===== src/rtl/fetch_pkg.sv =====
// Shared definitions for the instruction fetch stage: default widths,
// the HALT opcode and the fetch FSM state encoding.
package fetch_pkg;

    localparam int ADDR_W_DEF  = 4;
    localparam int INSTR_W_DEF = 8;

    // All-zeros word stops fetching when FETCH_HALT_EN is defined.
    localparam logic [INSTR_W_DEF-1:0] HALT_OPCODE = '0;

    typedef enum logic [1:0] {
        ST_IDLE   = 2'd0,
        ST_RUN    = 2'd1,
        ST_HALTED = 2'd2
    } fetch_state_e;

endpackage


===== src/rtl/fetch_unit_pc_reg.sv =====
// Program counter register: load-target beats increment; the increment
// wraps modulo 2^ADDR_W.
// Ports: clk, reset (async, active-high), inc_i, load_i, target_i, pc_o.
module pc_reg
    import fetch_pkg::*;
#(
    parameter int ADDR_W = ADDR_W_DEF
) (
    input  logic              clk,
    input  logic              reset,
    input  logic              inc_i,
    input  logic              load_i,
    input  logic [ADDR_W-1:0] target_i,
    output logic [ADDR_W-1:0] pc_o
);

    logic [ADDR_W-1:0] pc_q;
    logic [ADDR_W-1:0] pc_d;

    always_comb begin
        pc_d = pc_q;
        if (load_i) begin
            pc_d = target_i;
        end else if (inc_i) begin
            pc_d = pc_q + ADDR_W'(1);
        end
    end

    always_ff @(posedge clk or posedge reset) begin
        if (reset) begin
            pc_q <= '0;
        end else begin
            pc_q <= pc_d;
        end
    end

    assign pc_o = pc_q;

endmodule


===== src/rtl/fetch_unit.sv =====
// Instruction fetch stage: reads a combinational instruction memory at
// the PC and presents the word in an instruction register with a
// valid/ready handshake toward decode; supports branch redirect/flush.
// Optional feature macro: FETCH_HALT_EN (stop fetching on HALT_OPCODE).
// Ports: clk, reset (async, active-high), fetch_en, pc_addr, instr_in,
//        branch_valid, branch_target, ir_valid, ir_ready, ir_data,
//        ir_pc, halted.
module fetch_unit
    import fetch_pkg::*;
#(
    parameter int ADDR_W  = ADDR_W_DEF,
    parameter int INSTR_W = INSTR_W_DEF
) (
    input  logic               clk,
    input  logic               reset,
    input  logic               fetch_en,
    output logic [ADDR_W-1:0]  pc_addr,
    input  logic [INSTR_W-1:0] instr_in,
    input  logic               branch_valid,
    input  logic [ADDR_W-1:0]  branch_target,
    output logic               ir_valid,
    input  logic               ir_ready,
    output logic [INSTR_W-1:0] ir_data,
    output logic [ADDR_W-1:0]  ir_pc,
    output logic               halted
);

    fetch_state_e       state_q, state_d;
    logic               ir_valid_q, ir_valid_d;
    logic [INSTR_W-1:0] ir_data_q, ir_data_d;
    logic [ADDR_W-1:0]  ir_pc_q, ir_pc_d;

    logic xfer;
    logic redirect;
    logic can_fetch;
    logic slot;

`ifdef FETCH_HALT_EN
    localparam logic [INSTR_W-1:0] HALT_W = INSTR_W'(HALT_OPCODE);
`endif

    always_comb begin
        xfer = ir_valid_q & ir_ready;
`ifdef FETCH_HALT_EN
        redirect  = branch_valid && (state_q != ST_HALTED);
        can_fetch = fetch_en && (state_q != ST_HALTED);
`else
        redirect  = branch_valid;
        can_fetch = fetch_en;
`endif
        // fetch_en gates the slot directly so the edge that leaves IDLE
        // already fetches; otherwise reset would cost a bubble.
        slot = can_fetch && (!ir_valid_q || ir_ready) && !branch_valid;
    end

    always_comb begin
        state_d = state_q;
        case (state_q)
            ST_IDLE: if (fetch_en)  state_d = ST_RUN;
            ST_RUN:  if (!fetch_en) state_d = ST_IDLE;
            default: state_d = state_q;
        endcase
`ifdef FETCH_HALT_EN
        if (slot && (instr_in == HALT_W)) begin
            state_d = ST_HALTED;
        end
`endif
    end

    // A handshake on the branch cycle still delivers; only the refill
    // that would have followed is dropped by the flush.
    always_comb begin
        ir_valid_d = ir_valid_q;
        ir_data_d  = ir_data_q;
        ir_pc_d    = ir_pc_q;
        if (slot) begin
            ir_valid_d = 1'b1;
            ir_data_d  = instr_in;
            ir_pc_d    = pc_addr;
        end else if (redirect || xfer) begin
            ir_valid_d = 1'b0;
        end
    end

    always_ff @(posedge clk or posedge reset) begin
        if (reset) begin
            state_q    <= ST_IDLE;
            ir_valid_q <= 1'b0;
            ir_data_q  <= '0;
            ir_pc_q    <= '0;
        end else begin
            state_q    <= state_d;
            ir_valid_q <= ir_valid_d;
            ir_data_q  <= ir_data_d;
            ir_pc_q    <= ir_pc_d;
        end
    end

    pc_reg #(
        .ADDR_W (ADDR_W)
    ) u_pc (
        .clk      (clk),
        .reset    (reset),
        .inc_i    (slot),
        .load_i   (redirect),
        .target_i (branch_target),
        .pc_o     (pc_addr)
    );

    assign ir_valid = ir_valid_q;
    assign ir_data  = ir_data_q;
    assign ir_pc    = ir_pc_q;

`ifdef FETCH_HALT_EN
    assign halted = (state_q == ST_HALTED);
`else
    assign halted = 1'b0;
`endif

endmodule


===== config.mk =====
export PLATFORM = sky130hd
export DESIGN_NAME = fetch_unit
export DESIGN_NICKNAME = d
export VERILOG_FILES = /design/src/rtl/fetch_pkg.sv /design/src/rtl/fetch_unit_pc_reg.sv /design/src/rtl/fetch_unit.sv
export SDC_FILE = /design/constraint.sdc
export NUM_CORES = 1
export LEC_CHECK = 0
export CAP_MARGIN = 0
export CORE_MARGIN = 8
export CORE_UTILIZATION = 42
export DETAILED_ROUTE_END_ITERATION = 8
export GPL_TIMING_DRIVEN = 0
export PLACE_DENSITY = 0.81
export SYNTH_ARGS = -nofsm -noshare
export SYNTH_HDL_FRONTEND = slang
export SYNTH_SLANG_ARGS = --single-unit

===== constraint.sdc =====
create_clock -name clk -period 2.1 [get_ports clk]
set_input_delay 0.21 -clock clk [delete_from_list [all_inputs] [get_ports clk]]
set_output_delay 0.21 -clock clk [all_outputs]
set_load 0.01 [all_outputs]

==> results of run 1 <==
[routing by layer]
| metal | vias up | track usage (%) | part of all wire (%) |
|---|---|---|---|
| li1 | 288 | - | - |
| met1 | 266 | 11.2 | 41 |
| met2 | 28 | 15.1 | 45 |
| met3 | 4 | 3.70 | 11 |
| met4 | 0 | 8.39 | 2.9 |
| met5 | - | 0 | 0 |
[through the flow]
stage / setup slack, ns / area, um^2
global route: 0.549 / 1140
finish: 0.612 / 1140
global placement: 0.373 / 1120
CTS: 0.597 / 1140
floorplan: 0.781 / 757
detailed placement: 0.350 / 1120
[sequential cells by signal (all words and copies together), names as in the netlist]
| signal | cells |
|---|---|
| ir_valid | 1 |
| ir_data | 8 |
| u_pc.pc_o | 4 |
| ir_pc | 4 |
[layout by cell type (no fill, tap or decap)]
master	synthesis	final
or2_2	1	1
conb_1	1	1
a31oi_1	2	2
a21oi_1	1	1
clkdlybuf4s50_1	0	33
nand2b_1	1	1
o21ai_0	2	2
nor2_1	3	3
inv_1	3	3
o311ai_0	3	3
buf_4	1	1
nor3_4	1	1
clkbuf_1	0	1
nand3_1	3	3
ha_1	1	1
mux2_2	12	12
buf_6	1	1
dfrtp_1	17	17
inv_2	1	1
clkbuf_4	0	3
nand4_1	1	1
nand2_1	3	3
nor2b_4	1	1
or3_1	1	1
[report_power, final]
group / internal (uW) / switching [uW] / total [uW]
Combinational: 170 / 96.1 / 266
Sequential: 381 / 30.7 / 412
Clock: 73.8 / 94.7 / 168
Total: 625 / 222 / 846
[area by class of cell]
type                       count  area share, %
tap                           25           2.73
multi-input combinational     37           26.0
inverter                       4           1.31
buffer                         2           1.64
clock buffer                   4           2.30
sequential                    17           37.2
timing repair buffer          33           28.9
[cells by family (layout without fill, tap and decap cells)]
| group | after synthesis | in the layout | share of synthesized area, % |
|---|---|---|---|
| flip-flops | 17 | 17 | 56.2 |
| AND/OR/NAND/NOR | 15 | 15 | 12.2 |
| multiplexers | 12 | 12 | 17.9 |
| adder cells (fa/ha/maj) | 1 | 1 | 1.65 |
| other | 1 | 1 | 0.495 |
| buffers and inverters | 6 | 43 | 4.46 |
| AO/OA/AOI/OAI | 8 | 8 | 7.11 |
[worst min path at each step]
| stage | start | end | slack, ns | cells past startpoint |
|---|---|---|---|---|
| floorplan | reset | ir_data[0] | 0.14 | 1 |
| global placement | ir_data[5] | ir_data[5] | 0.49 | 1 |
| detailed placement | ir_pc[2] | ir_pc[2] | 0.49 | 1 |
| CTS | reset | ir_data[3] | 0.31 | 2 |
| global route | reset | ir_data[1] | 0.37 | 2 |
| finish | reset | u_pc.pc_o[1] | 0.30 | 2 |
[worst reg2reg max path: stages, from the launching register on]
cell,delay [ns]
dfrtp_1,0.40
nor2b_4,0.15
nor3_4,0.18
buf_6,0.19
mux2_2,0.34
==> flow_summary.ini, run 1 <==
[synth]
yosysMostFrequentCell = dfrtp_1
synth_flop_cell = dfrtp_1
syn-cell-area_um2 = 757
synth_common_cells = dfrtp_1 (17), mux2_2 (12)
yosysWarnings = 0
ys_ff_latch = 17
synth-edff-count = 0
async_flop_share_pct = 100
synth_cells = 60
seq_area_frac_synth_pct = 56.2
synthDistinctLibCells = 21
yosys.area.top_type_share_pct = 56.2
ys_top_cells_by_area = dfrtp_1 (56%), mux2_2 (18%), o311ai_0 (3.5%)
synth_top_area_cell = dfrtp_1
syn_nets = 78
avgSynthCellArea_um2 = 12.6

[final_layout]
fillers = 127
multiInputGateArea_um2 = 298
postLayoutCoreUtil_pct = 67.0
diodes = 0
stdcell_count = 122
area_delta_synth_final_pct = 51.2
fin_nets = 116
drive_above_1_share_pct = 21.6
seq_area_um2 = 425

[placed_design]
dp.cells = 118
io_buffers = 33
gp_congestion = 0.786
hpwl_um = 1310

[power_and_ir_drop]
p_leak_uw = 0.000476
ir_worst_vdd_uv = 315
power_uw = 846
power_density_nw_per_um2 = 739

[floorplan]
fp.coreArea_um2 = 1710
row_count = 15
die_h_um = 58.5
die_width_um = 58.5
start_util_pct = 44.3
dieArea_um2 = 3420
io_pins = 35

[worst_setup_path]
worstReg2RegStart = ir_valid
slowest_delay_ns = 0.58
crit_cells = 1
path_class = reg -> out
rr_worst_depth = 4
crit_chain = clkdlybuf4s50_1
required_ns = 1.89
endpoint_kind = output pin
cp-startpoint = u_pc.pc_o[0]
ff2ff_setup_slack_ns = 0.73
crit_path_end = pc_addr[0]
cp_max_fo = 6
cp_top_family = buffers and inverters
worst_path_max_delay_cell = clkdlybuf4s50_1
start_kind = register
r2r-end = ir_data[2]
critical_path_buf_inv_count = 1
arrival_ns = 1.28

[outcome]
run_status = completed

[timing]
drv_slew = 0
final.period_utilization_pct = 70.9
grt_setup_unrepaired = false
slew_headroom_pct = 58.7
tightestPinTransition_ns = 0.619
finalHoldViolCount = 0
fin_tns_setup_ns = 0
finalHoldWorstSlack_ns = 0.300
min_period_ns = 1.49
fmax_ghz = 0.672
skew_ns = 0.00337
finalSetupViolations = 0

[job]
cap_violations = 0

[grt]
grt_pass1_vias = 554
grt_max_degree = 18
antenna_found_initial = 0
overflow = 0
track_usage_pct = 10.1
grt_pass1_wl_um = 2620

[clocking]
post-cts-setup-buffer-count = 0
cts-htree-levels = 1
cts_hold_buffers = 0
cts_root_buffer = clkbuf_4
cts.repair.resized = 0
clock_latency_ns = 0.28
cts_buffer_depth = 2
cts_tree = yes
path_clk_slew_ns = 0.09
numCtsBuffers = 3
cts_sinks = 17

[min_path]
hp-class = in -> async

[route]
via_per_inst = 4.80
vias = 586
final_antenna_net_count = 0
wl_um = 1610
dr.pass1.iters = 4
wire_per_inst_um = 13.2
drc = 0
drt_iter0_drc = 5
Note: power is estimated with default switching activity, not from simulation.
==> run 2: changes to the inputs <==
--- a/config.mk
+++ b/config.mk
@@ -7,10 +7,10 @@
 export LEC_CHECK = 0
 export CAP_MARGIN = 0
 export CORE_MARGIN = 8
-export CORE_UTILIZATION = 42
+export CORE_UTILIZATION = 39
 export DETAILED_ROUTE_END_ITERATION = 8
 export GPL_TIMING_DRIVEN = 0
-export PLACE_DENSITY = 0.81
+export PLACE_DENSITY = 0.76
 export SYNTH_ARGS = -nofsm -noshare
 export SYNTH_HDL_FRONTEND = slang
 export SYNTH_SLANG_ARGS = --single-unit
==> constraint.sdc (replaced) <==
create_clock -name clk -period 1.4 [get_ports clk]
set_input_delay 0.14 -clock clk [delete_from_list [all_inputs] [get_ports clk]]
set_output_delay 0.14 -clock clk [all_outputs]
set_load 0.01 [all_outputs]
==> run 2 against run 1 <==
Flip-flop and latch count stayed put. Cell area rose by 2.5%. Die area is 5.5% higher. Clock power up 49%. Sequential share of layout area decreased by 0.91 points. Clock skew rose by 0.00081 ns. Hold slack got worse by 0.058 ns. Global-route usage rose by 0.68 points. Critical endpoint is now ir_pc[3]. Cell count is 4.1% higher. Power is 51% higher.
==> flow_summary.ini, run 2 (synthesis gave the netlist of run 1 again) <==
[outcome]
run_status = completed

[final_layout]
final_cell_mix = clkdlybuf4s50_1 (30), dfrtp_1 (17), mux2_2 (12)
fin_nets = 119
largest_reg_flops = 8
drive_above_1_share_pct = 24.0
layout_commonest_cell = clkdlybuf4s50_1
stdcell_count = 127
diodes = 0
area_delta_synth_final_pct = 55.0

[worst_setup_path]
required_ns = 1.57
critical_path_buf_inv_count = 1
cp_max_fo = 10
slowest_delay_ns = 0.41
arrival_ns = 1.53
start_kind = register
path_class = reg -> reg
worst_path_max_delay_cell = dfrtp_1
endpoint_kind = register
cp_top_family = flip-flops
crit_chain = nor2b_4 -> nor3_4 -> buf_6 -> mux2_2

[timing]
min_period_ns = 1.37
fmax_ghz = 0.731
drv_slew = 0
final.period_utilization_pct = 97.7
skew_ns = 0.00418
grt_setup_unrepaired = true
finalHoldWorstSlack_ns = 0.241
finalHoldViolCount = 0
slew_headroom_pct = 57.8
finalSetupViolations = 0
tightestPinTransition_ns = 0.633

[route]
dr.pass1.iters = 4
wl_um = 1730
top_layer_used = met4
wl_met1_um = 676
wire_per_inst_um = 13.6
vias = 620
drc = 0
wl_met2_um = 850
final_antenna_net_count = 0
dr_wl_met3_um = 189
drt_iter0_drc = 10
via_per_inst = 4.88

[clocking]
cts_sinks = 17
cts-htree-levels = 1
clock_latency_ns = 0.28
cts_buffer_depth = 2
path_clk_slew_ns = 0.09
numCtsBuffers = 3
cts_tree = yes
cts_hold_buffers = 0
cts_root_buffer = clkbuf_4

[placed_design]
io_buffers = 33
gp_congestion = 0.798
hpwl_um = 1390
dp.cells = 120

[floorplan]
dieArea_um2 = 3610
die_width_um = 60.1
fp.coreArea_um2 = 1900
io_pins = 35
die_h_um = 60.1
row_count = 16
start_util_pct = 39.8

[power_and_ir_drop]
power_density_nw_per_um2 = 1090
p_leak_uw = 0.000511
ir_worst_vdd_uv = 583

[grt]
grt_pass1_wl_um = 2950
track_usage_pct = 10.8
grt_max_degree = 18
overflow = 0
grt_pass1_vias = 665
antenna_found_initial = 0

[job]
cap_violations = 0

[min_path]
hp-class = in -> async
[run 2: cell types whose count changed in the layout (fill, tap and decap cells not counted), sizes merged]
cell / change
buf: +3
clkdlybuf4s50: -3
dlygate4sd2: +1
dlymetal6s2s: +2
[run 2: final cells by class]
class | count | area [um^2]
buffer | 2 | 18.8
clock buffer | 4 | 26.3
fill | 162 | 728
inverter | 4 | 15.0
multi-input combinational | 37 | 298
sequential | 17 | 425
tap | 27 | 33.8
timing repair buffer | 36 | 357
[run 2: per-layer routing]
metal | GRT usage [%] | up-vias
met5 | 0 | -
met1 | 10.7 | 297
met4 | 4.08 | 0
met2 | 18.8 | 26
li1 | - | 295
met3 | 5.38 | 2
[run 2: through the flow]
step	setup WS (ns)	power (uW)	util [%]	setup TNS, ns	cell area [um^2]
floorplan	0.0809	791	-	0	757
global placement	-0.262	1030	58.9	-2.77	1120
detailed placement	-0.256	1040	58.9	-2.72	1120
CTS	0.0109	1300	61.1	0	1160
global route	-0.0423	1360	61.7	-0.329	1170
finish	0.0322	1280	61.7	0	1170
[run 2: report_power, final]
| part | total, uW | leakage [uW] | internal, uW | switching, uW |
|---|---|---|---|---|
| clock network | 250 | 0.0000150 | 110 | 140 |
| registers | 614 | 0.000201 | 572 | 42.6 |
| logic | 413 | 0.000295 | 260 | 152 |
[run 2: repair_timing]
action	in CTS	in global routing
resized for setup	1	2
setup endpoints to repair	3	12
buffers inserted	2	1
pin swaps	0	1
[run 2: worst register-to-register path, cell delays in order (launching register included)]
cell,delay (ns)
dfrtp_1,0.41
nor2b_4,0.15
nor3_4,0.19
buf_6,0.17
mux2_2,0.34
[run 2: worst paths after layout]
| check | slack [ns] | startpoint | cells past startpoint | end |
|---|---|---|---|---|
| max in group asynchronous | 0.75 | reset | 2 | u_pc.pc_o[0] |
| setup reg to reg | 0.03 | ir_valid | 4 | ir_pc[3] |
| min in group clk | 0.41 | branch_target[2] | 3 | u_pc.pc_o[2] |
| setup / recovery | 0.03 | ir_valid | 4 | ir_pc[3] |
| hold reg to reg | 0.51 | ir_data[5] | 1 | ir_data[5] |
| hold / removal | 0.24 | reset | 2 | ir_data[5] |
